File: src/rtl/axis_fifo_frame_arbiter.sv
`timescale 1ns/1ps
// axis_fifo_frame_arbiter
//
// Merges S_COUNT AXI4-Stream sources into the write side of a frame FIFO.
// Whole frames are granted round-robin and never interleaved. If the granted
// source goes quiet mid-frame for TIMEOUT cycles, a bad-frame terminator
// (tlast=1, tuser=all ones, tdata=0) is sent to the FIFO, and the rest of the
// source's frame is then accepted and dropped. Frame status pulses from the
// FIFO write side are counted with saturating counters.
//
// Handshake: a beat moves on any interface only in a cycle where both tvalid
// and tready are high. m_axis_* is a zero-latency combinational mux of the
// granted source while passing a frame. s_axis_tready never depends on
// s_axis_tvalid.
//
// Ports
//   async_rst, s_clk            asynchronous active-high reset, clock
//   s_axis_t*                   S_COUNT packed source streams
//   m_axis_t*                   merged stream to FIFO, tid = granted source
//   fifo_good/bad_frame,
//   fifo_overflow               one-cycle FIFO status pulses
//   cnt_clear                   synchronous clear of all counters
//   cnt_good/bad/ovf/abort      saturating counters
//   grant                       current or most recent grant
//   busy                        high whenever the FSM is not idle

module axis_fifo_frame_arbiter #(
    parameter int S_COUNT    = 4,
    parameter int DATA_WIDTH = 8,
    parameter int USER_WIDTH = 1,
    parameter int ID_WIDTH   = 4,
    parameter int TIMEOUT    = 1024,
    parameter int CNT_WIDTH  = 16
) (
    input  logic                          async_rst,
    input  logic                          s_clk,
    input  logic [S_COUNT*DATA_WIDTH-1:0] s_axis_tdata,
    input  logic [S_COUNT-1:0]            s_axis_tvalid,
    output logic [S_COUNT-1:0]            s_axis_tready,
    input  logic [S_COUNT-1:0]            s_axis_tlast,
    input  logic [S_COUNT*USER_WIDTH-1:0] s_axis_tuser,
    output logic [DATA_WIDTH-1:0]         m_axis_tdata,
    output logic                          m_axis_tvalid,
    input  logic                          m_axis_tready,
    output logic                          m_axis_tlast,
    output logic [USER_WIDTH-1:0]         m_axis_tuser,
    output logic [ID_WIDTH-1:0]           m_axis_tid,
    input  logic                          fifo_good_frame,
    input  logic                          fifo_bad_frame,
    input  logic                          fifo_overflow,
    input  logic                          cnt_clear,
    output logic [CNT_WIDTH-1:0]          cnt_good,
    output logic [CNT_WIDTH-1:0]          cnt_bad,
    output logic [CNT_WIDTH-1:0]          cnt_ovf,
    output logic [CNT_WIDTH-1:0]          cnt_abort,
    output logic [ID_WIDTH-1:0]           grant,
    output logic                          busy
);

    // Stall counter only ever needs to reach TIMEOUT.
    localparam int STALL_W = (TIMEOUT < 2) ? 1 : $clog2(TIMEOUT + 1);

    typedef enum logic [1:0] {
        ST_IDLE  = 2'd0,
        ST_PASS  = 2'd1,
        ST_ABORT = 2'd2,
        ST_DRAIN = 2'd3
    } state_t;

    state_t               state, state_next;
    logic [ID_WIDTH-1:0]  grant_q, grant_next;
    logic [ID_WIDTH-1:0]  last_grant, last_grant_next;
    logic [STALL_W-1:0]   stall_cnt, stall_cnt_next;
    logic                 abort_pulse;

    logic [DATA_WIDTH-1:0] sel_data;
    logic [USER_WIDTH-1:0] sel_user;
    logic                  sel_valid;
    logic                  sel_last;

    logic                  rr_found;
    logic [ID_WIDTH-1:0]   rr_pick;
    logic                  timeout_hit;

    // Source selected by the current grant.
    always_comb begin
        sel_data  = '0;
        sel_user  = '0;
        sel_valid = 1'b0;
        sel_last  = 1'b0;
        for (int i = 0; i < S_COUNT; i++) begin
            if (grant_q == ID_WIDTH'(i)) begin
                sel_data  = s_axis_tdata[i*DATA_WIDTH +: DATA_WIDTH];
                sel_user  = s_axis_tuser[i*USER_WIDTH +: USER_WIDTH];
                sel_valid = s_axis_tvalid[i];
                sel_last  = s_axis_tlast[i];
            end
        end
    end

    // Round-robin search starting at last_grant+1. Offsets are scanned from
    // the farthest down to the nearest so the nearest valid source is the
    // last assignment and wins.
    always_comb begin
        rr_found = 1'b0;
        rr_pick  = '0;
        for (int k = S_COUNT; k >= 1; k--) begin
            for (int i = 0; i < S_COUNT; i++) begin
                if (i == ((int'(last_grant) + k) % S_COUNT) && s_axis_tvalid[i]) begin
                    rr_found = 1'b1;
                    rr_pick  = ID_WIDTH'(i);
                end
            end
        end
    end

    assign timeout_hit = (TIMEOUT != 0) && (stall_cnt == STALL_W'(TIMEOUT));

    always_ff @(posedge s_clk or posedge async_rst) begin
        if (async_rst) begin
            state      <= ST_IDLE;
            grant_q    <= '0;
            last_grant <= ID_WIDTH'(S_COUNT - 1);
            stall_cnt  <= '0;
        end else begin
            state      <= state_next;
            grant_q    <= grant_next;
            last_grant <= last_grant_next;
            stall_cnt  <= stall_cnt_next;
        end
    end

    always_comb begin
        state_next      = state;
        grant_next      = grant_q;
        last_grant_next = last_grant;
        stall_cnt_next  = stall_cnt;
        abort_pulse     = 1'b0;
        s_axis_tready   = '0;
        m_axis_tdata    = '0;
        m_axis_tvalid   = 1'b0;
        m_axis_tlast    = 1'b0;
        m_axis_tuser    = '0;
        m_axis_tid      = '0;

        case (state)
            ST_IDLE: begin
                if (rr_found) begin
                    grant_next     = rr_pick;
                    stall_cnt_next = '0;
                    state_next     = ST_PASS;
                end
            end

            ST_PASS: begin
                if (timeout_hit) begin
                    // Both sides are held off in the timeout cycle so a beat
                    // arriving just now cannot slip in ahead of the terminator.
                    abort_pulse = 1'b1;
                    state_next  = ST_ABORT;
                end else begin
                    m_axis_tdata  = sel_data;
                    m_axis_tvalid = sel_valid;
                    m_axis_tlast  = sel_last;
                    m_axis_tuser  = sel_user;
                    m_axis_tid    = grant_q;
                    for (int i = 0; i < S_COUNT; i++) begin
                        if (grant_q == ID_WIDTH'(i)) begin
                            s_axis_tready[i] = m_axis_tready;
                        end
                    end
                    if (sel_valid && m_axis_tready) begin
                        stall_cnt_next = '0;
                        if (sel_last) begin
                            last_grant_next = grant_q;
                            state_next      = ST_IDLE;
                        end
                    end else if (!sel_valid && m_axis_tready && (TIMEOUT != 0)) begin
                        // FIFO backpressure cycles are not the source's fault.
                        stall_cnt_next = stall_cnt + STALL_W'(1);
                    end
                end
            end

            ST_ABORT: begin
                m_axis_tvalid = 1'b1;
                m_axis_tlast  = 1'b1;
                m_axis_tuser  = '1;
                m_axis_tid    = grant_q;
                if (m_axis_tready) begin
                    state_next = ST_DRAIN;
                end
            end

            ST_DRAIN: begin
                for (int i = 0; i < S_COUNT; i++) begin
                    if (grant_q == ID_WIDTH'(i)) begin
                        s_axis_tready[i] = 1'b1;
                    end
                end
                if (sel_valid && sel_last) begin
                    last_grant_next = grant_q;
                    state_next      = ST_IDLE;
                end
            end

            default: begin
                state_next = ST_IDLE;
            end
        endcase
    end

    function automatic logic [CNT_WIDTH-1:0] sat_inc(input logic [CNT_WIDTH-1:0] v,
                                                     input logic en);
        return (en && (v != '1)) ? (v + CNT_WIDTH'(1)) : v;
    endfunction

    always_ff @(posedge s_clk or posedge async_rst) begin
        if (async_rst) begin
            cnt_good  <= '0;
            cnt_bad   <= '0;
            cnt_ovf   <= '0;
            cnt_abort <= '0;
        end else if (cnt_clear) begin
            cnt_good  <= '0;
            cnt_bad   <= '0;
            cnt_ovf   <= '0;
            cnt_abort <= '0;
        end else begin
            cnt_good  <= sat_inc(cnt_good, fifo_good_frame);
            cnt_bad   <= sat_inc(cnt_bad, fifo_bad_frame);
            cnt_ovf   <= sat_inc(cnt_ovf, fifo_overflow);
            cnt_abort <= sat_inc(cnt_abort, abort_pulse);
        end
    end

    assign grant = grant_q;
    assign busy  = (state != ST_IDLE);

endmodule

File: config.mk
export PLATFORM = sky130hd
export DESIGN_NAME = axis_fifo_frame_arbiter
export DESIGN_NICKNAME = d
export VERILOG_FILES = /design/src/rtl/axis_fifo_frame_arbiter.sv
export SDC_FILE = /design/constraint.sdc
export NUM_CORES = 1
export LEC_CHECK = 0
export ABC_AREA = 1
export BUFFER_PORTS_ARGS = -buffer_cell sky130_fd_sc_hd__clkbuf_2
export CORE_ASPECT_RATIO = 1.4
export CORE_MARGIN = 10
export CORE_UTILIZATION = 58
export DETAILED_ROUTE_END_ITERATION = 10
export PLACE_DENSITY_LB_ADDON = 0.25
export SYNTH_ARGS = -nofsm -noshare
export SYNTH_HDL_FRONTEND = slang
export SYNTH_SLANG_ARGS = --single-unit
File: constraint.sdc
create_clock -name s_clk -period 3.9 [get_ports s_clk]
set_input_delay 0.39 -clock s_clk [delete_from_list [all_inputs] [get_ports s_clk]]
set_output_delay 0.39 -clock s_clk [all_outputs]
set_load 0.05 [all_outputs]
==> After elaboration in Yosys (flattened, before gate mapping) <==
Cells that the tools add are included.
{ "word_totals": {"in_bits": 51, "regBits": 83, "word_cells": 192} }
{ "op_classes": {"add_sub_neg": 9, "n_bitwise": 4, "n_eq_ne": 32, "n_reduce_logical": 45, "n_mux": 94} }
{ "ops": {"columns": ["op", "n"], "rows": [
  ["32-bit logical NOT", 4],
  ["16-bit 2-to-1 mux", 8],
  ["16-bit by 1-bit adder with 16-bit output (second input constant)", 4],
  ["4-bit 2-to-1 mux", 16],
  ["16-bit inequality test (second input constant)", 4],
  ["8-bit 2-to-1 mux", 6],
  ["11-bit 2-to-1 mux", 4],
  ["1-bit 2-to-1 mux", 42],
  ["3-bit equality test (first input constant)", 8],
  ["1-bit logical AND", 23],
  ["11-bit case mux with 2 select lines", 1],
  ["2-bit 2-to-1 mux", 10],
  ["4-bit case mux with 2 select lines", 2],
  ["2-bit nonzero test", 7],
  ["2-bit by 3-bit equality test with 1-bit output (first input constant)", 4],
  ["2-bit inequality test (second input constant)", 6],
  ["11-bit by 1-bit adder with 11-bit output (second input constant)", 1],
  ["11-bit equality test (second input constant)", 1],
  ["5-bit AND reduction", 2],
  ["3-bit inequality test (second input constant)", 3],
  ["4-bit by 2-bit equality test with 1-bit output (second input constant)", 2],
  ["2-bit case mux with 4 select lines", 1],
  ["2-bit OR reduction", 4],
  ["1-bit case mux with 2 select lines", 3],
  ["12 further kinds", 18]
]} }

==> Logic depth before layout (Yosys ltp) <==
{ "logic_depth": {"word_depth": 23, "mapped_depth": 15, "mapped_depth_nobuf": 15} }

==> Least setup slack after synthesis <==
Ideal clock, no wire load.
{ "synth_path": {"path_type": "flip-flop to output port", "startpoint": "register grant_q[0] (netlist: grant[0])", "endpoint": "output m_axis_tdata[4]", "slack_ns": 1.019, "arrival_ns": 2.491, "path_buffers": 1, "required_time_ns": 3.510, "path_stages_with_launch": 4, "cell_sequence": "dfrtp_1 -> clkbuf_1 -> o21ai_0 -> a311oi_1"} }
{ "synth_between": {"elab_chain_cells": 7, "elab_cells_between_ends": 10} }
{ "synth_rtl": {"columns": ["element", "line_no", "text"], "rows": [
  ["from (decl)", "71", "logic [ID_WIDTH-1:0] grant_q, grant_next;"],
  ["from (signal assigned)", "127", "grant_q <= grant_next;"],
  ["4-bit logical NOT", "92", "if (grant_q == ID_WIDTH'(i)) begin"],
  ["8-bit 2-to-1 mux (3 in series)", "92", null],
  ["8-bit 2-to-1 mux (*)", "92", null],
  ["8-bit 2-to-1 mux (*)", "156", "if (timeout_hit) begin"],
  ["8-bit 2-to-1 mux (*)", "146", "case (state)"],
  ["to (decl)", "42", "output logic [DATA_WIDTH-1:0] m_axis_tdata,"]
]} }
Every way passes the cells marked *; elsewhere a longest branch is shown, timed or not.

==> Worst setup path in the final report <==
{ "layout_path": {"startpoint": "register stall_cnt[0]", "endpoint": "output m_axis_tlast"} }
{ "layout_between": {"elab_chain_cells": 3} }
{ "layout_rtl": {"columns": ["element", "line_no", "text"], "rows": [
  ["from (decl)", "73", "logic [STALL_W-1:0] stall_cnt, stall_cnt_next;"],
  ["from (signal assigned)", "129", "stall_cnt <= stall_cnt_next;"],
  ["11-bit equality test", "117", "assign timeout_hit = (TIMEOUT != 0) && (stall_cnt == STALL_W'(TIMEOUT));"],
  ["1-bit 2-to-1 mux", "156", null],
  ["1-bit case mux with 2 select lines", "146", null],
  ["to (decl)", "45", "output logic m_axis_tlast,"]
]} }
Every way passes these cells.

==> results.md <==
- Hold_buf cts: 0
- Fin. max-slew vios: 0
- Pin count of the biggest net entering global routing: 58
- Fin nets: 935
- Fin. Hold Viols: 0
- Setup Crit Path Kind: flop to output port
- WL/cell: 15.0 um
- Initial DRC count: 352
- Post-synth design cell area: 5230 sq um
- Antenna violations before repair: 0
- Clock tree buffer depth: 2
- Tmin final: 2.73 ns
- Clk root buf: clkbuf_16
- Pwr Density: 501 nW/um^2
- CP Data Arrival Time: 2.34 ns
- Clock skew: 0.00598 ns
- WP data required: 3.51 ns
- Main flop type after synthesis: dfrtp_1
- Buf/Inv on CP: 2
- RSZ-0062 raised after global routing: false
- Antenna diode count: 0
- Leading area contributor after synthesis: dfrtp_1
- Skew-Pair Late Insertion Delay: 0.34 ns
- Total CTS buffers: 9
- GP Congestion: 0.999
- TritonRoute pass-1 iters: 5
- Post-synth EDFFs: 0
- Final TNS setup: 0 ns
- Yosys top cell area share: 0.378
- Max_slew headroom: 0.367
- Area grow syn2layout: 19.5%
- Die H: 132 um
- Vias in the first global route: 5537
- I/O Buffers: 134
- Register-to-register setup slack: 1.65 ns
- I/O Pins: 139
- DRT antenna net count: 0
- HP Class: primary input to async pin
- Die W: 100 um
- Worst R2R Start: grant[1]
- Leakage: 3.01 nW
- Crit-path cells: inv_1 -> ha_1 -> nand4_1 -> nor4_2 -> nor2_2 -> o21ai_0 -> a21oi_1 -> clkbuf_2
- Detailed-route via count: 5611
- # DRC: 0
- Crit Path Max Fanout: 7
- Sequential fraction of the synthesis area: 0.388
- Max incr delay on CP: 0.42 ns
- Asr flop ratio synth: 1.00
- Pre-CTS WS: 1.55 ns
- Peak VDD IR: 0.561 mV
- Worst slew pin tran: 0.950 ns
- Global route overflow: 0
- Initial Util: 0.600
- Final WL: 14800 um
- Total GRT Usage: 0.218
- Postcts setup bufs: 0
- Post-CTS Resized: 0
- H-tree levels: 3
- Status: finished clean
- Synth warn: 0
- Mapped Avg Cell Area: 7.01 sq um
- Max-cap violations: 0
- Synth unique cells: 44
- Nature of the critical path startpoint: flop
- Worst R2R End: stall_cnt[1]
- Synth Register Bits: 81
- Vias per inst: 5.70
- Area of the core: 8710 sq um
- Share of cells above drive strength 1: 0.201
- Crit path capture type: output port
- Fmax: 366 MHz
- Fin crit share: 0.701
- CTS tree: done
- Endpoints failing setup: 0
- First-pass GRT wire length: 24800 um
- Synth area leaders: dfrtp_1 38%, nand2_1 12%, inv_1 6.5%
- Syn Inst Count: 745
- Clock slew at reported path FFs: 0.06 ns
- Critical-path top delay cell: dfrtp_1
- Final setup margin: 1.17 ns
- FF-to-FF path depth: 9
- Die area: 13300 sq um
- Hpwl dp: 11400 um
- Row cnt: 40
- Delay-heaviest family, CP: compound AO/OA/AOI/OAI gates
- CTS Sinks: 81
==> layer usage <==
layer / GRT usage / up-vias / share of wire
li1: - / 2719 / -
met1: 0.245 / 2595 / 0.38
met2: 0.377 / 253 / 0.50
met3: 0.0603 / 44 / 0.091
met4: 0.0811 / 0 / 0.026
met5: 0 / - / 0
==> area by class of cell <==
class | count | area, sq um
multi-input combinational | 551 | 2730
timing repair buffer | 136 | 686
clock buffer | 12 | 256
sequential | 81 | 2030
inverter | 95 | 359
tap | 105 | 131
fill | 732 | 2460
clock inverter | 4 | 51.3
==> power by group <==
| group | internal [mW] | switching [mW] |
|---|---|---|
| combinational | 0.320 | 0.967 |
| clock | 0.531 | 0.328 |
| sequential | 0.889 | 0.0969 |
| total | 1.74 | 1.39 |
==> layout by cell type, fill, tap and decap left out, types with 3 or more instances in the layout <==
master     instances
inv_2              3
clkinv_2           3
a21oi_1           52
conb_1             4
nor2_2             5
nand3_1           59
nand2_1          161
clkbuf_16          9
nand2_2            6
nor4_1             7
o31ai_1           10
clkbuf_2         134
nand4_1           14
a31oi_1            5
dfrtp_1           79
o21ai_1           11
inv_1             90
o21ai_0           60
nor2_1            74
nor3_1            35
xor2_1            16
ha_1              10
==> cells in the mapped netlist, types with 2 or more instances <==
cell and n:
a31oi_1 5, nand4_1 14, inv_1 91, nand2_2 6
dfstp_2 2, o21ai_2 2, or2_2 2, a21oi_1 52
nor3_1 35, nand3_1 59, buf_4 7, nor2_2 5
nor4_1 7, ha_1 10, nor2_1 74, o21ai_0 60
o21a_1 2, and3_1 2, nand2_1 161, o31ai_1 10
dfrtp_1 79, inv_2 3, o21ai_1 11, clkbuf_1 9
xor2_1 16, buf_2 3
==> cells by family after synthesis <==
logic type,count (synthesis),synth area share
other cells,1,0.000718
fa+ha+maj,10,0.0239
xor+xnor,17,0.0285
simple gates,371,0.313
compound gates,149,0.155
flops,81,0.388
buf+inv,116,0.0908
==> flip-flops by register name, indices dropped and copies added (netlist names), named ones only <==
| register | count |
|---|---|
| cnt_good | 16 |
| cnt_abort | 16 |
| last_grant | 2 |
| state | 1 |
| cnt_ovf | 16 |
| stall_cnt | 11 |
| grant | 2 |
| cnt_bad | 16 |
==> worst max-delay path by stage <==
stage	startpoint	end	slack, ns	cells after the start
after CTS	stall_cnt[0]	m_axis_tlast	1.18	8
after global routing	stall_cnt[0]	m_axis_tlast	0.95	8
after floorplan	grant[0]	m_axis_tdata[4]	1.02	3
after detailed placement	stall_cnt[0]	m_axis_tlast	1.55	8
final	stall_cnt[0]	m_axis_tlast	1.17	8
after global placement	stall_cnt[0]	m_axis_tlast	1.65	8
==> through the flow <==
step / instance area [sq um] / total power, mW / std cells / util / hold WS [ns]
floorplan: 5240 / 2.00 / 748 / - / 0.489
global placement: 5940 / 2.23 / 968 / 0.682 / 0.502
detailed placement: 5940 / 2.28 / 968 / 0.682 / 0.511
CTS: 6250 / 3.14 / 984 / 0.717 / 0.257
global route: 6250 / 3.32 / 984 / 0.717 / 0.297
finish: 6250 / 3.13 / 984 / 0.717 / 0.218
No activity file was read; power rests on OpenSTA's default activity.
